[src/rtl/ps2_key_receiver_if.sv]
// Decoded keyboard output bundle from the PS/2 receiver to game logic.
// The receiver drives every signal; the consumer only reads them.
interface ps2_key_receiver_if;
    logic [7:0] scan_code;
    logic       code_valid;
    logic       frame_err;
    logic [4:0] key_held;
    logic [4:0] key_press;

    modport master (
        output scan_code,
        output code_valid,
        output frame_err,
        output key_held,
        output key_press
    );

    modport slave (
        input scan_code,
        input code_valid,
        input frame_err,
        input key_held,
        input key_press
    );
endinterface

[src/rtl/ps2_key_receiver.sv]
// PS/2 keyboard receiver: synchronizes the raw bus, deframes 11-bit frames,
// and decodes E0/F0 prefixed scan codes into five game-key levels and press pulses.
module ps2_key_receiver #(
    parameter int unsigned TIMEOUT_CYCLES = 200000
) (
    input  logic                  clk,
    input  logic                  reset,
    input  logic                  ps2_clk,
    input  logic                  ps2_data,
    ps2_key_receiver_if.master    key_if
);

    localparam int unsigned TO_W = (TIMEOUT_CYCLES > 2) ? $clog2(TIMEOUT_CYCLES) : 1;
    localparam logic [TO_W-1:0] TO_LAST = TO_W'(TIMEOUT_CYCLES - 1);

    typedef enum logic [1:0] {IDLE, DATA, PARITY, STOP} state_t;

    logic [1:0]      clk_sync;
    logic [1:0]      data_sync;
    logic            clk_prev;
    logic            fall_c;
    logic            data_bit;

    state_t          state_q, state_d;
    logic [2:0]      bit_cnt_q, bit_cnt_d;
    logic [7:0]      shift_q, shift_d;
    logic            parity_q, parity_d;
    logic [TO_W-1:0] to_cnt_q;
    logic            code_load;
    logic            frame_bad;

    logic [7:0]      scan_code_q;
    logic            code_valid_q;
    logic            frame_err_q;

    logic            ext_q, ext_d;
    logic            brk_q, brk_d;
    logic [4:0]      key_hit;
    logic [4:0]      held_q, held_d;
    logic [4:0]      press_q, press_d;

    // Two-flop synchronizers, reset to the idle-high bus level.
    always_ff @(posedge clk) begin
        if (reset) begin
            clk_sync  <= 2'b11;
            data_sync <= 2'b11;
            clk_prev  <= 1'b1;
        end else begin
            clk_sync  <= {clk_sync[0], ps2_clk};
            data_sync <= {data_sync[0], ps2_data};
            clk_prev  <= clk_sync[1];
        end
    end

    assign fall_c   = clk_prev & ~clk_sync[1];
    assign data_bit = data_sync[1];

    always_ff @(posedge clk) begin
        if (reset) begin
            state_q   <= IDLE;
            bit_cnt_q <= 3'd0;
            shift_q   <= 8'h00;
            parity_q  <= 1'b0;
        end else begin
            state_q   <= state_d;
            bit_cnt_q <= bit_cnt_d;
            shift_q   <= shift_d;
            parity_q  <= parity_d;
        end
    end

    // Frame FSM: advances on PS/2 falling edges; a stalled frame times out to IDLE.
    always_comb begin
        state_d   = state_q;
        bit_cnt_d = bit_cnt_q;
        shift_d   = shift_q;
        parity_d  = parity_q;
        code_load = 1'b0;
        frame_bad = 1'b0;
        if (state_q != IDLE && to_cnt_q == TO_LAST && !fall_c) begin
            state_d   = IDLE;
            frame_bad = 1'b1;
        end else if (fall_c) begin
            case (state_q)
                IDLE: begin
                    if (!data_bit) begin
                        state_d   = DATA;
                        bit_cnt_d = 3'd0;
                    end
                end
                DATA: begin
                    shift_d = {data_bit, shift_q[7:1]};
                    if (bit_cnt_q == 3'd7) begin
                        state_d = PARITY;
                    end else begin
                        bit_cnt_d = bit_cnt_q + 3'd1;
                    end
                end
                PARITY: begin
                    parity_d = data_bit;
                    state_d  = STOP;
                end
                STOP: begin
                    if (data_bit && (^{shift_q, parity_q})) begin
                        code_load = 1'b1;
                    end else begin
                        frame_bad = 1'b1;
                    end
                    state_d = IDLE;
                end
                default: state_d = IDLE;
            endcase
        end
    end

    always_ff @(posedge clk) begin
        if (reset) begin
            to_cnt_q     <= '0;
            scan_code_q  <= 8'h00;
            code_valid_q <= 1'b0;
            frame_err_q  <= 1'b0;
        end else begin
            to_cnt_q     <= (fall_c || state_q == IDLE) ? '0 : to_cnt_q + TO_W'(1);
            scan_code_q  <= code_load ? shift_q : scan_code_q;
            code_valid_q <= code_load;
            frame_err_q  <= frame_bad;
        end
    end

    // Scan-code decoder: E0/F0 are sticky prefixes consumed by the next plain code.
    always_comb begin
        key_hit = 5'b0;
        case (scan_code_q)
            8'h6B:   key_hit[0] = ext_q;
            8'h74:   key_hit[1] = ext_q;
            8'h72:   key_hit[2] = ext_q;
            8'h75:   key_hit[3] = ext_q;
            8'h29:   key_hit[4] = ~ext_q;
            default: key_hit = 5'b0;
        endcase
    end

    always_comb begin
        ext_d   = ext_q;
        brk_d   = brk_q;
        held_d  = held_q;
        press_d = 5'b0;
        if (code_valid_q) begin
            if (scan_code_q == 8'hE0) begin
                ext_d = 1'b1;
            end else if (scan_code_q == 8'hF0) begin
                brk_d = 1'b1;
            end else begin
                if (brk_q) begin
                    held_d = held_q & ~key_hit;
                end else begin
                    held_d  = held_q | key_hit;
                    press_d = key_hit & ~held_q;
                end
                ext_d = 1'b0;
                brk_d = 1'b0;
            end
        end
    end

    always_ff @(posedge clk) begin
        if (reset) begin
            ext_q   <= 1'b0;
            brk_q   <= 1'b0;
            held_q  <= 5'b0;
            press_q <= 5'b0;
        end else begin
            ext_q   <= ext_d;
            brk_q   <= brk_d;
            held_q  <= held_d;
            press_q <= press_d;
        end
    end

    assign key_if.scan_code  = scan_code_q;
    assign key_if.code_valid = code_valid_q;
    assign key_if.frame_err  = frame_err_q;
    assign key_if.key_held   = held_q;
    assign key_if.key_press  = press_q;

endmodule

[src/flat_wrapper.sv]
// flat-port wrapper written by rule: the top's interface ports become plain ports
module ps2_key_receiver_flat 
#(
    parameter int unsigned TIMEOUT_CYCLES = 200000
)
  (clk, reset, ps2_clk, ps2_data, key_if_scan_code, key_if_code_valid, key_if_frame_err, key_if_key_held, key_if_key_press);
  ps2_key_receiver_if key_if_i ();
  input  logic clk;
  input  logic reset;
  input  logic ps2_clk;
  input  logic ps2_data;
  output wire logic [$bits(key_if_i.scan_code)-1:0] key_if_scan_code;
  output wire logic [$bits(key_if_i.code_valid)-1:0] key_if_code_valid;
  output wire logic [$bits(key_if_i.frame_err)-1:0] key_if_frame_err;
  output wire logic [$bits(key_if_i.key_held)-1:0] key_if_key_held;
  output wire logic [$bits(key_if_i.key_press)-1:0] key_if_key_press;
  assign key_if_scan_code = key_if_i.scan_code;
  assign key_if_code_valid = key_if_i.code_valid;
  assign key_if_frame_err = key_if_i.frame_err;
  assign key_if_key_held = key_if_i.key_held;
  assign key_if_key_press = key_if_i.key_press;
  ps2_key_receiver #(.TIMEOUT_CYCLES(TIMEOUT_CYCLES)) u_core (.clk(clk), .reset(reset), .ps2_clk(ps2_clk), .ps2_data(ps2_data), .key_if(key_if_i));
endmodule
[config.mk]
export PLATFORM = sky130hd
export DESIGN_NAME = ps2_key_receiver_flat
export DESIGN_NICKNAME = d
export VERILOG_FILES = /design/src/rtl/ps2_key_receiver_if.sv /design/src/rtl/ps2_key_receiver.sv /design/src/flat_wrapper.sv
export SDC_FILE = /design/constraint.sdc
export NUM_CORES = 1
export LEC_CHECK = 0
export ABC_CLOCK_PERIOD_IN_PS = 1900
export BUFFER_PORTS_ARGS = -buffer_cell sky130_fd_sc_hd__buf_2
export CAP_MARGIN = 5
export CELL_PAD_IN_SITES_DETAIL_PLACEMENT = 0
export CELL_PAD_IN_SITES_GLOBAL_PLACEMENT = 2
export CORE_MARGIN = 2
export CORE_UTILIZATION = 30
export DETAILED_ROUTE_END_ITERATION = 7
export GPL_TIMING_DRIVEN = 1
export PLACE_DENSITY = 0.64
export REMOVE_ABC_BUFFERS = 1
export SYNTH_ARGS = -nofsm -noshare
export SYNTH_HDL_FRONTEND = slang
export SYNTH_SLANG_ARGS = --single-unit
[constraint.sdc]
create_clock -name clk -period 1.9 [get_ports clk]
set_input_delay 0.19 -clock clk [delete_from_list [all_inputs] [get_ports clk]]
set_output_delay 0.19 -clock clk [all_outputs]
set_load 0.02 [all_outputs]
==> results of run 1 <==
==> power breakdown <==
| group | switching [uW] | internal, uW | leakage, uW | total, uW |
|---|---|---|---|---|
| combinational | 21.2 | 14.6 | 0.000619 | 35.8 |
| clock | 480 | 635 | 0.0000991 | 1120 |
| sequential | 2.80 | 1240 | 0.000477 | 1240 |
==> routing by layer <==
metal,part of all wire,vias up,wire length [um],track usage
li1,-,1061,-,-
met3,0.028,7,154,0.0309
met2,0.45,25,2440,0.191
met4,0.017,0,92,0.0577
met1,0.51,902,2750,0.164
met5,0,-,0,0
==> area by class of cell <==
type / instances / area (sq um)
Fill cell: 902 / 5380
Multi-Input combinational cell: 199 / 1360
Sequential cell: 59 / 1180
Timing Repair Buffer: 46 / 300
Clock buffer: 11 / 141
Tap cell: 108 / 135
Clock inverter: 5 / 52.6
Inverter: 10 / 37.5
==> how the worst max path moves through the flow <==
stage	endpoint	slack, ns	from	cells past startpoint
final	flop	0.12	u_core.key_if.scan_code[2]$_SDFFE_PP0P_	4
after global routing	u_core.to_cnt_q[17]$_SDFF_PP0_	-0.02	u_core.to_cnt_q[4]$_SDFF_PP0_	4
after CTS	u_core.to_cnt_q[14]$_SDFF_PP0_	0.11	u_core.to_cnt_q[0]$_SDFF_PP0_	5
after detailed placement	u_core.to_cnt_q[14]$_SDFF_PP0_	0.12	u_core.to_cnt_q[0]$_SDFF_PP0_	5
after global placement	u_core.key_if.frame_err$_SDFF_PP0_	0.09	u_core.to_cnt_q[0]$_SDFF_PP0_	7
after floorplan	u_core.to_cnt_q[17]$_SDFF_PP0_	0.04	u_core.to_cnt_q[2]$_SDFF_PP0_	4
==> synth_stat cells (2+ instances only) <==
library cell,count,share of area
or2_1,7,0.017
nand2b_1,17,0.041
xor2_1,4,0.013
dfxtp_1,59,0.45
o21ai_1,6,0.011
or3_1,11,0.026
nor3_1,10,0.019
nand4bb_1,2,0.0086
nand2_1,18,0.026
or3b_1,2,0.0067
clkbuf_1,8,0.011
ha_1,7,0.033
xnor2_1,11,0.037
nor4bb_1,2,0.0076
nor4_1,6,0.014
nor2_1,22,0.032
or4_1,3,0.0086
a21oi_1,16,0.031
mux2i_1,17,0.065
o21ai_0,3,0.0057
nor2b_1,3,0.0072
inv_1,9,0.013
nand4_1,3,0.0072
nand3_1,11,0.021
==> critical path: cells and delay by family (launching register included) <==
kind / cells / cell delay (ns)
AO/OA/AOI/OAI: 1 / 0.13
flip-flops: 1 / 0.31
AND/OR/NAND/NOR: 3 / 1.27
==> per-stage QoR <==
step                area, sq um   util  worst slack, ns  total power, uW
floorplan                  2570      -           0.0429             1290
global placement           3010  0.350           0.0946             1310
detailed placement         3010  0.350            0.121             1310
CTS                        3200  0.372            0.111             2450
global route               3210  0.374          -0.0153             2510
finish                     3210  0.374            0.121             2400
==> cell families (layout without fill, tap and decap cells) <==
kind of cell    count (synthesis)  in the layout
simple gates                  125            125
fa+ha+maj                       7              7
mux                            18             18
buf+inv                        20             72
flops                          59             59
compound gates                 32             32
xor+xnor                       17             17
==> state kept, by name, indices dropped and copies added, names as in the netlist, named ones only <==
register and count:
u_core.bit_cnt_q 3, u_core.brk_q 1, u_core.clk_prev 1, u_core.clk_sync 2, u_core.data_sync 2, u_core.ext_q 1, u_core.key_if.code_valid 1, u_core.key_if.frame_err 1
u_core.key_if.key_press 5, u_core.key_if.scan_code 8, u_core.parity_q 1, u_core.shift_q 8, u_core.state_q 2, u_core.to_cnt_q 18
==> results.md, run 1 <==
* Input/output buffers at 23
* Power Dens Cells at 746 mW/mm^2
* Vias at approximately 2000
* WS Path Type: reg2reg
* CTS Hold Bufs at 0
* Gr ovfl total at 0
* Arr. time, crit path at 2.04 ns
* Final ANT Viol Nets at 0
* Final hold vios at 0
* Share of post-route cells with drive strength above 1 at 0.209
* Core Footprint at 0.00859 sq mm
* Worst Hold End: u_core.data_sync[0]$_SDFF_PP1_
* Initial antenna violation count at 0
* Die Ht at between 90 and 100 um
* GPL Wtd Cong at 0.708
* First-pass GRT wire length at between 9000 and 10000 um
* Clk sinks at 59
* Post-synthesis simple-gate area fraction at 0.268
* Initial DRC count at 43
* Synth Register Bits at a little under 60
* Reg2Reg Depth at 4
* Clock skew at between 0.009 and 0.01 ns
* Hold Startpoint: ps2_data
* Post-synth EDFFs at 0
* I/O pin count at 24
* Area growth syn-to-layout at 22.7%
* Crit-path max FO at 3
* Leakage at between 0.001 and 0.0015 uW
* Final worst path period need at between 1.5 and 2 ns
* Synth cell types at 45
* CP required at about 2.2 ns
* Commonest non-fill, non-tap cell in the layout: dfxtp_1
* Clock transition at path regs at approximately 0.07 ns
* Final Hold Slack at around 0.04 ns
* Cells after synthesis at between 200 and 300
* Crit start category: flop
* Crit share post-route at 0.937
* Worst-margin pin slew at ~0.50 ns
* CTS tree: yes
* Synth Area in XOR/XNOR at 0.0679
* Nets at 336
* Drt wl/cell at roughly 12 um
* DR pass1 iterations at 4
* Maximum vdd drop at about 0.00035 V
* Vias per Instance at roughly 4.6
* Diode count at 0
* Clk Tree Root Cell: clkbuf_8
* Post-route insts no fill at ~440
* Hold depth at 2
* Synth warnings at 0
* Combinational family with the most area after synthesis: simple AND/OR/NAND/NOR gates
* TNS Setup at 0 ns
* Syn_area_per_cell at around 9.4 sq um
* Max-cap violations at 0
* Remaining DRCs at 0
* CP cell instances: or4b_4, or3b_1, or3_1, a21oi_1
* Endpoints failing setup at 0
* Placed insts at roughly 420
* Post-cts gate resize count at 0
* Vias in the first global route at between 1500 and 2000
* Mapped Area at around 0.0026 sq mm
* Post-synthesis sequential area ratio at 0.451
* H-tree Lvls at 3
* Detailed Route WL at 5440 um
* Clk_lat worst skew at between 0.3 and 0.4 ns
* CP Capture Type: flop
* Outcome: complete, no violations
* Post-synthesis async set-or-reset flop share at 0
* Fmax at around 560 MHz
* R2R Setup Slk at 0.12 ns
* Complex-gate fraction of the synthesized area at 0.0741
* CTS buffer count at 9
* Die W at 97.4 um
* Slowest library cell on the worst path: or4b_4
* Worst hold path type: in2reg
* Worst R2R Start: u_core.key_if.scan_code[2]$_SDFFE_PP0P_
* Max stage delay on crit path at 0.55 ns
* Clock Path Buffers at 2
* Postcts setup bufs at 0
* Starting Density at 0.305
* Ys flop type: dfxtp_1
* DIE AREA at between 0.009 and 0.01 sq mm
* Total track usage at 0.124
* Slew HR at 0.668
* Post-synthesis adder-cell area fraction at 0.0335
* Site Rows at 34
* Detail Placement HPWL at 3880 um
* Most frequent cells in the layout: 58 x dfxtp_1, 23 x buf_2, 22 x nor2_1, 22 x buf_4, 18 x nand2_1
* Largest net degree at the start of global routing at 25
* Max Slew Vio Count at 0
* Mux contribution to synthesized area at 0.0736
(Power assumes the default switching activity.)
==> run 2: changes to the inputs <==
--- a/config.mk
+++ b/config.mk
@@ -5,6 +5,7 @@
 export SDC_FILE = /design/constraint.sdc
 export NUM_CORES = 1
 export LEC_CHECK = 0
+export ABC_AREA = 1
 export ABC_CLOCK_PERIOD_IN_PS = 1900
 export BUFFER_PORTS_ARGS = -buffer_cell sky130_fd_sc_hd__buf_2
 export CAP_MARGIN = 5
@@ -14,7 +15,7 @@
 export CORE_UTILIZATION = 30
 export DETAILED_ROUTE_END_ITERATION = 7
 export GPL_TIMING_DRIVEN = 1
-export PLACE_DENSITY = 0.64
+export PLACE_DENSITY = 0.69
 export REMOVE_ABC_BUFFERS = 1
 export SYNTH_ARGS = -nofsm -noshare
 export SYNTH_HDL_FRONTEND = slang
==> results.md, run 2 <==
* Outcome: complete, no violations
* Diode count at 0
* RSZ-0062 raised after global routing: no
* Biggest register: u_core.to_cnt_q
* DP Worst Slack at ~0.29 ns
* Remaining DRCs at 0
* PnR worst setup slack at 0.296 ns
* Most common library cells after synthesis: 97 x nand2_1, 59 x dfxtp_1, 50 x inv_1
* Grt met1 use at 0.171
* Nets at 438
* DIE AREA at just over 0.01 sq mm
* Max Slew Vio Count at 0
* H-tree Lvls at 3
* Drt wl/cell at roughly 12 um
* Leading area contributor after synthesis: dfxtp_1
* Gr busiest metal: met2
* # fillers at between 1000 and 1500
* Worst-margin pin slew at around 0.48 ns
* Die W at around 100 um
* Fmax at 624 MHz
* DR pass1 iterations at 4
* Slowest library cell on the worst path: dfxtp_1
* Largest register FFs at 18
* Core Footprint at 0.00920 sq mm
* Ys flop type: dfxtp_1
* Power Dens Cells at about 700 mW/mm^2
* GPL Wtd Cong at 0.758
* Initial antenna violation count at 0
* Worst Hold End: u_core.clk_sync[0]$_SDFF_PP1_
* Worst hold path type: in2reg
* Max-cap violations at 0
* Clock Path Buffers at 2
* Largest net degree at the start of global routing at 21
* Leakage at 0.00135 uW
* Maximum vdd drop at around 0.00027 V
* Final ANT Viol Nets at 0
* Mapped Area at between 0.002 and 0.003 sq mm
* Gr ovfl total at 0
* Post-cts gate resize count at 0
* Arr. time, crit path at roughly 1.8 ns
* Endpoints failing setup at 0
* Detail Placement HPWL at about 4700 um
* CTS tree: yes
* Detailed Route WL at ~6300 um
* WS Path Type: reg2reg
* Postcts setup bufs at 0
* CP Capture Type: flop
* Total track usage at 0.132
* TNS Setup at 0 ns
* Cells after synthesis at 395
* CTS Hold Bufs at 0
* Share of post-route cells with drive strength above 1 at 0.155
* Input/output buffers at 23
* Starting Density at 0.308
* Most frequent cells in the layout: 97 x nand2_1, 59 x dfxtp_1, 50 x inv_1, 38 x nor2_1, 33 x a21oi_1
* Clock skew at 0.00958 ns
* Vias per Instance at about 4.6
* Power Total at between 2000 and 2500 uW
* CP required at 2.13 ns
* Reg2reg end: u_core.bit_cnt_q[0]$_SDFFE_PP0P_
* Worst R2R Start: u_core.state_q[0]$_SDFFE_PP0P_
* Vias at about 2500
* Site Rows at 35
* Area growth syn-to-layout at 14.9%
* Cell mode on critical path: inv_1
* Post-synth EDFFs at 0
* Crit-path max FO at 4
* Syn_area_per_cell at between 7 and 8 sq um
* Reg2Reg Depth at 7
* First-pass GRT wire length at between 10000 and 15000 um
* Vias in the first global route at 2319
* CTS buffer count at 9
* Crit start category: flop
* Post-synthesis async set-or-reset flop share at 0
* CP cell instances: inv_1, ha_1, a21oi_1, nand2_1, inv_1, o21ai_0, o211a_1
* Clock transition at path regs at 0.07 ns
* Post-synthesis sequential area ratio at 0.417
* Synth warnings at 0
* Most common cell in the netlist: nand2_1
* Synth Register Bits at 59
* Clk sinks at 59
* Initial DRC count at 48
* Hold depth at 2
* Commonest non-fill, non-tap cell in the layout: nand2_1
* Die Ht at between 100 and 150 um
* Clk_lat worst skew at between 0.3 and 0.4 ns
* R2R Setup Slk at slightly below 0.3 ns
* Final hold vios at 0
* Clk Tree Root Cell: clkbuf_8
* Hold Startpoint: ps2_clk
* Final worst path period need at between 1.5 and 2 ns
* Met2 global-route usage at 0.212
* I/O pin count at 24
* Slew HR at 0.680
* Yosys top cell area share at 0.417
* Global Route met3 Usage at 0.0255
* Main area contributors after synthesis: dfxtp_1 42%, nand2_1 13%, inv_1 6.6%, a21oi_1 5.8%, nor2_1 5.0%
* Synth cell types at 33
* Crit share post-route at 0.844
* Max stage delay on crit path at ~0.4 ns
run 2: cell types whose count changed after synthesis, moves of 5 or more:
cell	delta
nand3_1	+9
a21oi_1	+17
nor2_1	+16
o21ai_0	+16
nand4_1	+8
xnor2_1	-10
nor2_4	+5
nand2b_1	-17
or3_1	-11
nand2_1	+79
mux2i_1	-17
or2_1	-7
inv_1	+41
or2_2	+5
run 2: worst max-delay path by stage:
stage,end,start,cells past startpoint,slack [ns]
final,u_core.bit_cnt_q[0]$_SDFFE_PP0P_,u_core.state_q[0]$_SDFFE_PP0P_,7,0.30
after global routing,u_core.key_if.scan_code[0]$_SDFFE_PP0P_,u_core.shift_q[2]$_SDFFE_PP0P_,11,0.06
after CTS,u_core.state_q[0]$_SDFFE_PP0P_,u_core.to_cnt_q[0]$_SDFF_PP0_,8,0.27
after detailed placement,u_core.state_q[0]$_SDFFE_PP0P_,u_core.to_cnt_q[0]$_SDFF_PP0_,8,0.29
after global placement,u_core.bit_cnt_q[0]$_SDFFE_PP0P_,u_core.state_q[0]$_SDFFE_PP0P_,7,0.30
after floorplan,flop,u_core.key_if.scan_code[6]$_SDFFE_PP0P_,7,0.44
run 2: worst max-delay path: cells and delay by family, from the launching register on:
kind                     cells  cell delay (ns)
AO/OA/AOI/OAI                3             0.49
adder cells (fa/ha/maj)      1             0.25
buffers and inverters        2             0.21
flip-flops                   1             0.40
AND/OR/NAND/NOR              1             0.15
run 2: layout make-up:
type                    instances  area (sq um)  share of cell area
repair buffers                 27           145              0.0446
inverters                      54           203              0.0623
flip-flops and latches         59          1180               0.363
clock inverters                 3          15.0             0.00461
well taps                     111           139              0.0427
clock buffers                  12           145              0.0446
multi-input cells             276          1430               0.438
run 2: power by group:
group	total, uW	switching, uW	internal [uW]
clock network	986	490	496
logic	51.6	34.5	17.1
registers	1250	3.11	1240
total	2280	528	1760
run 2: kinds of logic (layout without fill, tap and decap cells):
logic type / count (synthesis) / after routing / share of synthesized area
simple gates: 207 / 207 / 0.353
buf+inv: 60 / 96 / 0.0795
fa+ha+maj: 7 / 7 / 0.0309
xor+xnor: 4 / 4 / 0.0124
flops: 59 / 59 / 0.417
compound gates: 58 / 58 / 0.107
run 2: per-stage QoR:
| stage | instance area (sq um) | hold WS (ns) | util | instances |
|---|---|---|---|---|
| after floorplan | 2810 | 0.259 | - | 389 |
| after global placement | 3090 | 0.376 | 0.336 | 527 |
| after detailed placement | 3090 | 0.377 | 0.336 | 527 |
| after CTS | 3250 | 0.0281 | 0.354 | 542 |
| after global routing | 3250 | 0.0358 | 0.354 | 542 |
| final | 3250 | 0.0413 | 0.354 | 542 |
run 2: routing by layer:
metal	part of all wire	routed length, um
met5	0	0
met4	0.015	96
met3	0.023	146
met2	0.45	2860
met1	0.51	3220
